--- config.mk ---
export PLATFORM = sky130hd
export DESIGN_NAME = matmul_axis_top
export DESIGN_NICKNAME = d
export VERILOG_FILES = /design/src/rtl/matmul_axis_top.sv
export SDC_FILE = /design/constraint.sdc
export NUM_CORES = 2
export LEC_CHECK = 0
export CAP_MARGIN = 20
export CORE_AREA = 2 2 357 359
export CTS_CLUSTER_DIAMETER = 150
export DETAILED_ROUTE_END_ITERATION = 8
export DIE_AREA = 0 0 359 361
export PLACE_DENSITY = 0.78
export SLEW_MARGIN = 25
export SYNTH_ARGS = -nofsm -noshare
export SYNTH_HDL_FRONTEND = slang
export SYNTH_SLANG_ARGS = --single-unit
--- constraint.sdc ---
create_clock -name i_clock -period 8 [get_ports i_clock]
set_clock_uncertainty 0.15 [all_clocks]
set_input_delay 1.6 -clock i_clock [delete_from_list [all_inputs] [get_ports i_clock]]
set_output_delay 1.6 -clock i_clock [all_outputs]
set_load 0.01 [all_outputs]
--- src/rtl/matmul_axis_top.sv ---
// Output-stationary SIZE x SIZE systolic multiplier (C = A*B) with saturating
// accumulators; the finished C matrix is streamed row-major over AXI4-Stream.
module matmul_axis_top #(
  parameter int SIZE                   = 4,
  parameter int I_BITS                 = 8,
  parameter int O_BITS                 = 16,
  parameter int C_M00_AXIS_TDATA_WIDTH = 32
) (
  input  logic                                  i_clock,
  input  logic                                  i_reset,
  input  logic                                  i_valid,
  input  logic [I_BITS*SIZE-1:0]                i_a_full,
  input  logic [I_BITS*SIZE-1:0]                i_b_full,
  input  logic [2:0]                            rf_matrix_size,
  output logic [O_BITS*SIZE-1:0]                o_c_diag_to_buffer,
  input  logic                                  m00_axis_aclk,
  input  logic                                  m00_axis_aresetn,
  output logic                                  m00_axis_tvalid,
  output logic [C_M00_AXIS_TDATA_WIDTH-1:0]     m00_axis_tdata,
  output logic [C_M00_AXIS_TDATA_WIDTH/8-1:0]   m00_axis_tstrb,
  output logic                                  m00_axis_tlast,
  input  logic                                  m00_axis_tready
);
  localparam int LOG_SIZE = $clog2(SIZE);
  localparam int IW       = 2 * LOG_SIZE + 1;
  localparam int CW       = $clog2(3 * SIZE) + 1;
  localparam int SW       = ((2 * I_BITS > O_BITS) ? 2 * I_BITS : O_BITS) + 1;
  localparam int TW       = C_M00_AXIS_TDATA_WIDTH;
  localparam logic signed [SW-1:0] SAT_MAX = {{(SW-O_BITS+1){1'b0}}, {(O_BITS-1){1'b1}}};
  localparam logic signed [SW-1:0] SAT_MIN = {{(SW-O_BITS+1){1'b1}}, {(O_BITS-1){1'b0}}};

  typedef enum logic [1:0] {ST_IDLE, ST_COMPUTE, ST_SEND, ST_DONE} state_t;

  state_t                    state_q, state_d;
  logic [CW-1:0]             cnt_q, cnt_d;
  logic [IW-1:0]             idx_q, idx_d;
  logic                      tvalid_q, tvalid_d;
  logic                      tlast_q, tlast_d;
  logic [TW-1:0]             tdata_q, tdata_d;
  logic signed [O_BITS-1:0]  acc_q [SIZE][SIZE];
  logic signed [O_BITS-1:0]  acc_d [SIZE][SIZE];
  logic signed [I_BITS-1:0]  a_q [SIZE][SIZE];
  logic signed [I_BITS-1:0]  a_d [SIZE][SIZE];
  logic signed [I_BITS-1:0]  b_q [SIZE][SIZE];
  logic signed [I_BITS-1:0]  b_d [SIZE][SIZE];
  logic signed [I_BITS-1:0]  a_in_s [SIZE][SIZE];
  logic signed [I_BITS-1:0]  b_in_s [SIZE][SIZE];
  logic                      accept_s;
  logic [3:0]                code_p1_s, n_log_s;
  logic [IW-1:0]             n_act_s, last_beat_s;
  logic [CW-1:0]             target_cnt_s;
  logic [LOG_SIZE-1:0]       row_s, col_s;
  logic signed [O_BITS-1:0]  sel_s;
  logic                      unused_s;

  // Multiply-accumulate with the sum clamped to the signed O_BITS range.
  function automatic logic signed [O_BITS-1:0] mac_f(
    input logic signed [O_BITS-1:0] acc,
    input logic signed [I_BITS-1:0] a,
    input logic signed [I_BITS-1:0] b
  );
    logic signed [SW-1:0] sum;
    sum = SW'(acc) + (SW'(a) * SW'(b));
    if (sum > SAT_MAX) begin
      mac_f = SAT_MAX[O_BITS-1:0];
    end else if (sum < SAT_MIN) begin
      mac_f = SAT_MIN[O_BITS-1:0];
    end else begin
      mac_f = sum[O_BITS-1:0];
    end
  endfunction

  assign unused_s       = m00_axis_aclk ^ m00_axis_aresetn;
  assign m00_axis_tvalid = tvalid_q;
  assign m00_axis_tdata  = tdata_q;
  assign m00_axis_tlast  = tlast_q;
  assign m00_axis_tstrb  = '1;

  // Operand wiring: edge PEs take the input lanes, inner PEs the neighbour registers.
  for (genvar r = 0; r < SIZE; r++) begin : g_row
    assign o_c_diag_to_buffer[O_BITS*r +: O_BITS] = acc_q[r][r];
    for (genvar c = 0; c < SIZE; c++) begin : g_col
      if (c == 0) begin : g_a_edge
        assign a_in_s[r][c] = i_a_full[I_BITS*r +: I_BITS];
      end else begin : g_a_fwd
        assign a_in_s[r][c] = a_q[r][c-1];
      end
      if (r == 0) begin : g_b_edge
        assign b_in_s[r][c] = i_b_full[I_BITS*c +: I_BITS];
      end else begin : g_b_fwd
        assign b_in_s[r][c] = b_q[r-1][c];
      end
    end
  end

  // Active size: N = 2^(code+1) clamped to SIZE, plus derived beat/cycle limits.
  always_comb begin
    code_p1_s = {1'b0, rf_matrix_size} + 4'd1;
    if (code_p1_s > 4'(LOG_SIZE)) begin
      n_log_s = 4'(LOG_SIZE);
    end else begin
      n_log_s = code_p1_s;
    end
    n_act_s      = IW'(1) << n_log_s;
    last_beat_s  = (IW'(1) << {n_log_s[2:0], 1'b0}) - IW'(1);
    target_cnt_s = (CW'(n_act_s) * CW'(3)) - CW'(2);
  end

  // Control FSM: count accepted cycles, then walk the beat index on handshakes.
  always_comb begin
    state_d  = state_q;
    cnt_d    = cnt_q;
    idx_d    = idx_q;
    accept_s = 1'b0;
    case (state_q)
      ST_IDLE, ST_COMPUTE: begin
        if (i_valid) begin
          accept_s = 1'b1;
          cnt_d    = cnt_q + CW'(1);
          if (cnt_d == target_cnt_s) begin
            state_d = ST_SEND;
          end else begin
            state_d = ST_COMPUTE;
          end
        end else begin
          state_d = state_q;
        end
      end
      ST_SEND: begin
        if (tvalid_q && m00_axis_tready) begin
          if (idx_q == last_beat_s) begin
            state_d = ST_DONE;
          end else begin
            idx_d = idx_q + IW'(1);
          end
        end else begin
          idx_d = idx_q;
        end
      end
      ST_DONE: state_d = ST_DONE;
      default: state_d = ST_IDLE;
    endcase
  end

  // PE array next state; PEs outside the active N x N corner are held at zero.
  always_comb begin
    for (int r = 0; r < SIZE; r++) begin
      for (int c = 0; c < SIZE; c++) begin
        acc_d[r][c] = acc_q[r][c];
        a_d[r][c]   = a_q[r][c];
        b_d[r][c]   = b_q[r][c];
        if (accept_s) begin
          acc_d[r][c] = mac_f(acc_q[r][c], a_in_s[r][c], b_in_s[r][c]);
          a_d[r][c]   = a_in_s[r][c];
          b_d[r][c]   = b_in_s[r][c];
        end else begin
          acc_d[r][c] = acc_q[r][c];
        end
        if ((IW'(r) >= n_act_s) || (IW'(c) >= n_act_s)) begin
          acc_d[r][c] = '0;
        end else begin
          acc_d[r][c] = acc_d[r][c];
        end
      end
    end
  end

  // AXIS beat selection from next-state accumulators so the first beat is ready on entry.
  always_comb begin
    row_s    = LOG_SIZE'(idx_d >> n_log_s);
    col_s    = LOG_SIZE'(idx_d & (n_act_s - IW'(1)));
    sel_s    = acc_d[row_s][col_s];
    tvalid_d = (state_d == ST_SEND);
    if (tvalid_d) begin
      tdata_d = TW'(sel_s);
      tlast_d = (idx_d == last_beat_s);
    end else begin
      tdata_d = '0;
      tlast_d = 1'b0;
    end
  end

  // State and datapath registers with synchronous reset.
  always_ff @(posedge i_clock) begin
    if (i_reset) begin
      state_q  <= ST_IDLE;
      cnt_q    <= '0;
      idx_q    <= '0;
      tvalid_q <= 1'b0;
      tlast_q  <= 1'b0;
      tdata_q  <= '0;
      for (int r = 0; r < SIZE; r++) begin
        for (int c = 0; c < SIZE; c++) begin
          acc_q[r][c] <= '0;
          a_q[r][c]   <= '0;
          b_q[r][c]   <= '0;
        end
      end
    end else begin
      state_q  <= state_d;
      cnt_q    <= cnt_d;
      idx_q    <= idx_d;
      tvalid_q <= tvalid_d;
      tlast_q  <= tlast_d;
      tdata_q  <= tdata_d;
      for (int r = 0; r < SIZE; r++) begin
        for (int c = 0; c < SIZE; c++) begin
          acc_q[r][c] <= acc_d[r][c];
          a_q[r][c]   <= a_d[r][c];
          b_q[r][c]   <= b_d[r][c];
        end
      end
    end
  end

endmodule

=== Yosys cells after proc, flatten, opt, wreduce, memory -nomap -nowiden ===
Memory sizes are Yosys's and may differ from the RTL's.
Index checks and enable logic that the tools add are counted.
Widths: inputs -> output; s select.

* Add/sub/neg operators: 22
* Multiply operators: 17
* Magnitude comparators: 39
* Equal/unequal tests: 8
* Shift-type cells: 3
* Muxes and demuxes: 164
* Bitwise logic cells: 52
* Reduce and logical (&&, ||, !) cells: 12

{| class="wikitable"
|+ Operators by type and width
! cell !! number
|-
| $mux 16 || 82
|-
| $mux 8 || 64
|-
| $add 16x16->17 || 16
|-
| $gt 17x16->1 const B || 16
|-
| $lt 17x16->1 const B || 16
|-
| $mul 8x8->16 || 16
|-
| $bmux 64 s2 || 1
|-
| $mux 64 || 2
|-
| $or 1x1->1 || 48
|-
| $bmux 16 s2 || 1
|-
| $eq 5x5->1 || 3
|-
| $mux 5 || 3
|-
| $add 5x1->5 const B || 2
|-
| $ge 1x5->1 const A || 2
|-
| $ge 2x5->1 const A || 2
|-
| $shl 1x4->5 const A || 2
|-
| $sub 5x2->5 const B || 2
|-
| $mux 2 || 4
|-
| $eq 2x2->1 const B || 3
|-
| $ge 3x3->1 const B || 2
|-
| $logic_or 1x1->1 || 6
|-
| $not 2->3 || 2
|-
| $pmux 2 s3 || 1
|-
| $mul 5x2->5 const B || 1
|-
| other kinds (14) || 20
|}

* Register bits after elaboration: 30
* Memory bits (writable): 512
* Input port bits: 73
* Word-level logic and storage cells: 326
* Memories kept: 3

{| class="wikitable"
|+ Memory list
! memory !! depth !! bits a word !! read ports !! clocked after memory_dff !! write ports !! line !! text
|-
| acc_q || 4 || 64 || 4 || 0 || 4 || 40 || <nowiki>logic signed [O_BITS-1:0] acc_q [SIZE][SIZE];</nowiki>
|-
| a_q || 4 || 32 || 4 || 0 || 4 || 42 || <nowiki>logic signed [I_BITS-1:0] a_q [SIZE][SIZE];</nowiki>
|-
| b_q || 4 || 32 || 3 || 0 || 4 || 44 || <nowiki>logic signed [I_BITS-1:0] b_q [SIZE][SIZE];</nowiki>
|}

=== Longest topological paths before layout ===
* Depth after elaboration: 17
* Gate-level depth with buffers: 26

=== Least setup slack after synthesis ===
No wires, ideal clock.

* Path type: input to register
* From: input port i_a_full[31]
* To: register tdata_q[12], in the netlist m00_axis_tdata[12]
* Data arrival time: 7.580 ns
* Data required time: 7.734 ns
* Setup slack: 0.155 ns
* Stages on the path: 21
* Path through: clkbuf_1 > and2_1 > inv_1 > fa_1 > inv_1 > fa_1 > fa_1 > fa_1 > fa_1 > ha_1 > or3_1 > o221a_2 > o31a_1 > a21boi_0 > or3_1 > nand2_1 > a211o_1 > nand4b_1 > a21oi_1 > or4_1 > a31o_1

* Word-level cells in the longest chain between the ends: 13

{| class="wikitable"
|+ RTL lines
! element !! line !! text
|-
| start: declaration || 12 || <nowiki>input logic [I_BITS*SIZE-1:0] i_a_full,</nowiki>
|-
| $mul 8x8->16 (*) || 63 || <nowiki>sum = SW'(acc) + (SW'(a) * SW'(b));</nowiki>
|-
| $add 16x16->17 (*) || 63 ||
|-
| $lt 17x16->1 || 66 || <nowiki>end else if (sum < SAT_MIN) begin</nowiki>
|-
| $mux 16 || 66 ||
|-
| $mux 16 (*) || 64 || <nowiki>if (sum > SAT_MAX) begin</nowiki>
|-
| $mux 16 (*) || 152 || <nowiki>if (accept_s) begin</nowiki>
|-
| $mux 16 (*) || 159 || <nowiki>if ((IW'(r) >= n_act_s) || (IW'(c) >= n_act_s)) begin</nowiki>
|-
| $bmux 64 s2 (*) || 172 || <nowiki>sel_s = acc_d[row_s][col_s];</nowiki>
|-
| $mux 64 (not written as such) (*) (2 in series) || 172 ||
|-
| $bmux 16 s2 (*) || 172 ||
|-
| $mux 16 (not written as such) (*) (2 in series) || 172 ||
|-
| end signal: assignment || 205 || <nowiki>tdata_q <= tdata_d;</nowiki>
|-
| end: declaration || 39 || <nowiki>logic [TW-1:0] tdata_q, tdata_d;</nowiki>
|}

Every way passes the cells marked *; elsewhere a longest branch is shown, timed or not. The select of a mux whose other input is x is not followed.
A chain may end at the register's enable or synchronous reset.

=== Final worst setup path ===
* From: input port i_b_full[8]
* To: register tdata_q[9], in the netlist m00_axis_tdata[9]

* Word-level cells in the longest chain between the ends: 13

{| class="wikitable"
|+ RTL lines
! element !! line !! text
|-
| start: declaration || 13 || <nowiki>input logic [I_BITS*SIZE-1:0] i_b_full,</nowiki>
|-
| $mul 8x8->16 (*) || 63 ||
|-
| $add 16x16->17 (*) || 63 ||
|-
| $lt 17x16->1 || 66 ||
|-
| $mux 16 || 66 ||
|-
| $mux 16 (*) || 64 ||
|-
| $mux 16 (*) || 152 ||
|-
| $mux 16 (*) || 159 ||
|-
| $bmux 64 s2 (*) || 172 ||
|-
| $mux 64 (not written as such) (*) (2 in series) || 172 ||
|-
| $bmux 16 s2 (*) || 172 ||
|-
| $mux 16 (not written as such) (*) (2 in series) || 172 ||
|}

Marked as above.

==> metrics.md <==
| Metric | Value |
|---|---|
| Slew headroom | 18.3% |
| Area Growth Syn to Fin | 11.4% |
| Row count | 130 |
| Leakage | 39.2 nW |
| Area occupied by multi-input gates | 55100 um^2 |
| Critical Path Source Type | input port |
| Most used cell, CP | fa_1 |
| Gate Count Post-Synth | 7937 |
| FF-to-FF Start | b_q[1][8] |
| Largest net degree at the start of global routing | 143 |
| Vias per Instance | 5.82 |
| Tmin final | 7.77 ns |
| Number of H-tree levels | 3 |
| Fin nets | 10214 |
| Final WL | 208 mm |
| Final Hold Viols | 0 |
| WHS Endpoint | b_q[1][7] |
| Sequential cell area | 10900 um^2 |
| Initial antenna violation count | 7 |
| Slowest stage delay, CP | 0.59 ns |
| M3 GR Usage | 6.52% |
| Outcome | finished, final reports clean |
| GRT met2 Usage | 53.0% |
| Final HPWL DP | 168 mm |
| Register area share after synthesis | 15.0% |
| RSZ-0062 raised after global routing | no |
| Post-synthesis cell type count | 100 |
| Layout cell share with drive strength beyond 1 | 8.20% |
| Port Buffer Count | 168 |
| Layout Cells excl Fill | 9994 |
| Worst-path clk slew | 0.06 ns |
| Max Fclk | 129 MHz |
| Placed cell area | 78400 um^2 |
| Slew Viols, Final | 0 |
| Post-synth EDFFs | 128 |
| CP max stage cell | clkdlybuf4s50_1 |
| Critical Path AT | 8.17 ns |
| Count of final setup violators | 0 |
| Global route overflow | 0 |
| Largest area contributor in the netlist | fa_1 |
| Initial Utilization | 57.9% |
| R2r endpoint | m00_axis_tdata[10] |
| Worst hold stages | 2 |
| Total of max-cap violations | 0 |
| Post-Syn Area | 72500 um^2 |
| Final Wtd Congestion | 0.983 |
| DRT Pass-1 Iters | 6 |
| CTS tree | yes |
| Min-delay worst type | register to register |
| Avg Cell Area, Syn | 9.14 um^2 |
| TNS Setup | 0 ns |
| Vias in the first global route | 61115 |
| Placed insts | 9869 |
| Clock root buffer | clkbuf_16 |
| Synth area leaders | fa_1 (34%), ha_1 (11%), dfxtp_1 (9.7%) |
| Residual DRC | 0 |
| Post-DRT Antenna Nets | 0 |
| Total power draw | 32.4 mW |
| Die Y | 361 um |
| Grt peak-use layer | met2 |
| First-pass GRT wire length | 334 mm |
| Worst-Margin Slew | 1.22 ns |
| Routed via count | 58190 |
| Total track usage | 32.8% |
| R2R cell count | 21 |
| Core footprint | 125000 um^2 |
| Maximum clock path buffer count | 3 |
| WL/cell | 20.8 um |
| Power per cell area | 401 nW/um^2 |
| Synth Flop Type | dfxtp_1 |
| Clock Latency Late Sink | 0.67 ns |
| Flops & latches, synth | 478 |
| Flop2flop setup slack | 0.33 ns |
| FILL cells | 10063 |
| HP Start | b_q[1][7] |
| Worst Setup End Kind | register |
| Clock sinks | 478 |
| Synth warn | 0 |
| Die Area | 130000 um^2 |
| Worst VDD drop | 0.000588 V |
| DRT iter0 DRCs | 5290 |
| Asr flop ratio synth | 0% |
| Post-route cell area | 80800 um^2 |
| Synth top area share | 33.6% |
| Routing usage on met1 | 43.0% |
| Io pins | 175 |
| Die Width | 359 um |
| Worst endpoint required time | 8.40 ns |
| TritonCTS Buffers | 66 |
| Crit Path Max Fanout | 8 |
| Crit share post-route | 97.1% |
| CP Class | input port to register |
kinds of logic (layout without fill, tap and decap cells):
family,count (synthesis),in the layout,synth area share [%]
other,1,8,0.00517
muxes,28,28,0.393
xor gates and xnor gates,288,288,3.48
adders and majority gates,1937,1937,45.7
buffers and inverters,1678,2078,9.20
DFF,478,478,15.0
and+or+nand+nor,2387,2387,16.0
AOI/OAI and AO/OA,1140,1140,10.3
area by class of cell:
class	count	share of cell area (%)
timing repair buffer	669	6.88
multi-input combinational	5784	68.2
clock inverter	33	0.543
inverter	1288	5.98
tap	1650	2.55
clock buffer	88	2.40
antenna	4	0.0124
sequential	478	13.4
layout by cell type, fill, tap and decap left out, types with 31 or more instances in the layout:
cell type	n
nand2b_1	40
o21a_1	55
maj3_1	83
clkbuf_16	69
nor4_1	42
a21oi_1	326
o21ai_0	228
a31oi_1	31
nor2_1	603
a21o_1	50
clkdlybuf4s50_1	167
xnor2_1	223
o21bai_1	40
o211ai_1	61
dfxtp_1	350
a211oi_1	60
fa_1	1217
nand3_1	39
xor2_1	64
buf_4	492
and2_1	545
ha_1	637
edfxtp_1	128
nor2b_1	167
inv_1	1270
nand2_1	723
nor3_1	89
o31a_1	32
stage by stage:
step | util [%] | setup slack (ns) | hold WS (ns)
2_1_floorplan | - | 0.155 | 0.304
3_3_place_gp | 62.5 | -0.265 | 0.313
3_5_place_dp | 62.5 | -0.405 | 0.331
4_1_cts | 64.4 | 0.265 | 0.340
5_1_grt | 64.4 | 0.00354 | 0.363
6_report | 64.4 | 0.231 | 0.338
report_power, final:
part	leakage [nW]	switching [mW]	internal [mW]
clock	1.16	1.36	1.93
sequential	4.26	0.577	2.93
combinational	33.7	14.2	11.4
total	39.2	16.2	16.2
layer usage:
| metal | vias to the layer above | wire length [um] |
|---|---|---|
| met1 | 29216 | 82000 |
| met3 | 505 | 19400 |
| li1 | 26008 | - |
| met2 | 2457 | 96400 |
| met5 | - | 21 |
| met4 | 4 | 9790 |
synth_stat cells (51+ instances only):
library cell	n
inv_1	1270
fa_1	1217
nand2_1	724
ha_1	637
nor2_1	604
and2_1	546
dfxtp_1	350
a21oi_1	326
clkbuf_1	259
o21ai_0	229
xnor2_1	223
nor2b_1	168
edfxtp_1	128
nor3_1	90
buf_4	87
maj3_1	83
xor2_1	65
a211oi_1	62
o211ai_1	61
o21a_1	55
a21o_1	51
what timing repair did:
item / CTS / global route
endpoints found under the setup margin: 0 / 7
setup buffers: 0 / 0
hold buffers: 0 / 0
hold endpoints to repair: 0 / 0
gates resized for setup: 0 / 9
worst max path at each step:
stage | cells past startpoint | end | slack (ns) | from
2_1_floorplan | 21 | m00_axis_tdata[12] | 0.15 | i_a_full[31]
3_3_place_gp | 23 | m00_axis_tdata[11] | -0.27 | i_b_full[24]
3_5_place_dp | 23 | m00_axis_tdata[12] | -0.40 | i_b_full[17]
4_1_cts | 25 | m00_axis_tdata[9] | 0.26 | i_b_full[8]
5_1_grt | 25 | m00_axis_tdata[15] | 0.004 | i_a_full[20]
6_report | 25 | m00_axis_tdata[9] | 0.23 | i_b_full[8]
state kept, by name, indices dropped and copies added (netlist names):
| signal | count |
|---|---|
| idx_q | 5 |
| b_q | 96 |
| m00_axis_tvalid | 1 |
| a_q | 96 |
| cnt_q | 5 |
| state_q | 2 |
| m00_axis_tdata | 16 |
| acc_q | 256 |
| m00_axis_tlast | 1 |
critical path: cells and delay by family:
family	cells	cell delay, ns
fa+ha+maj	7	3.10
buf+inv	7	1.40
simple gates	4	0.70
compound gates	7	1.37
Power figures use the tool's default switching activity.
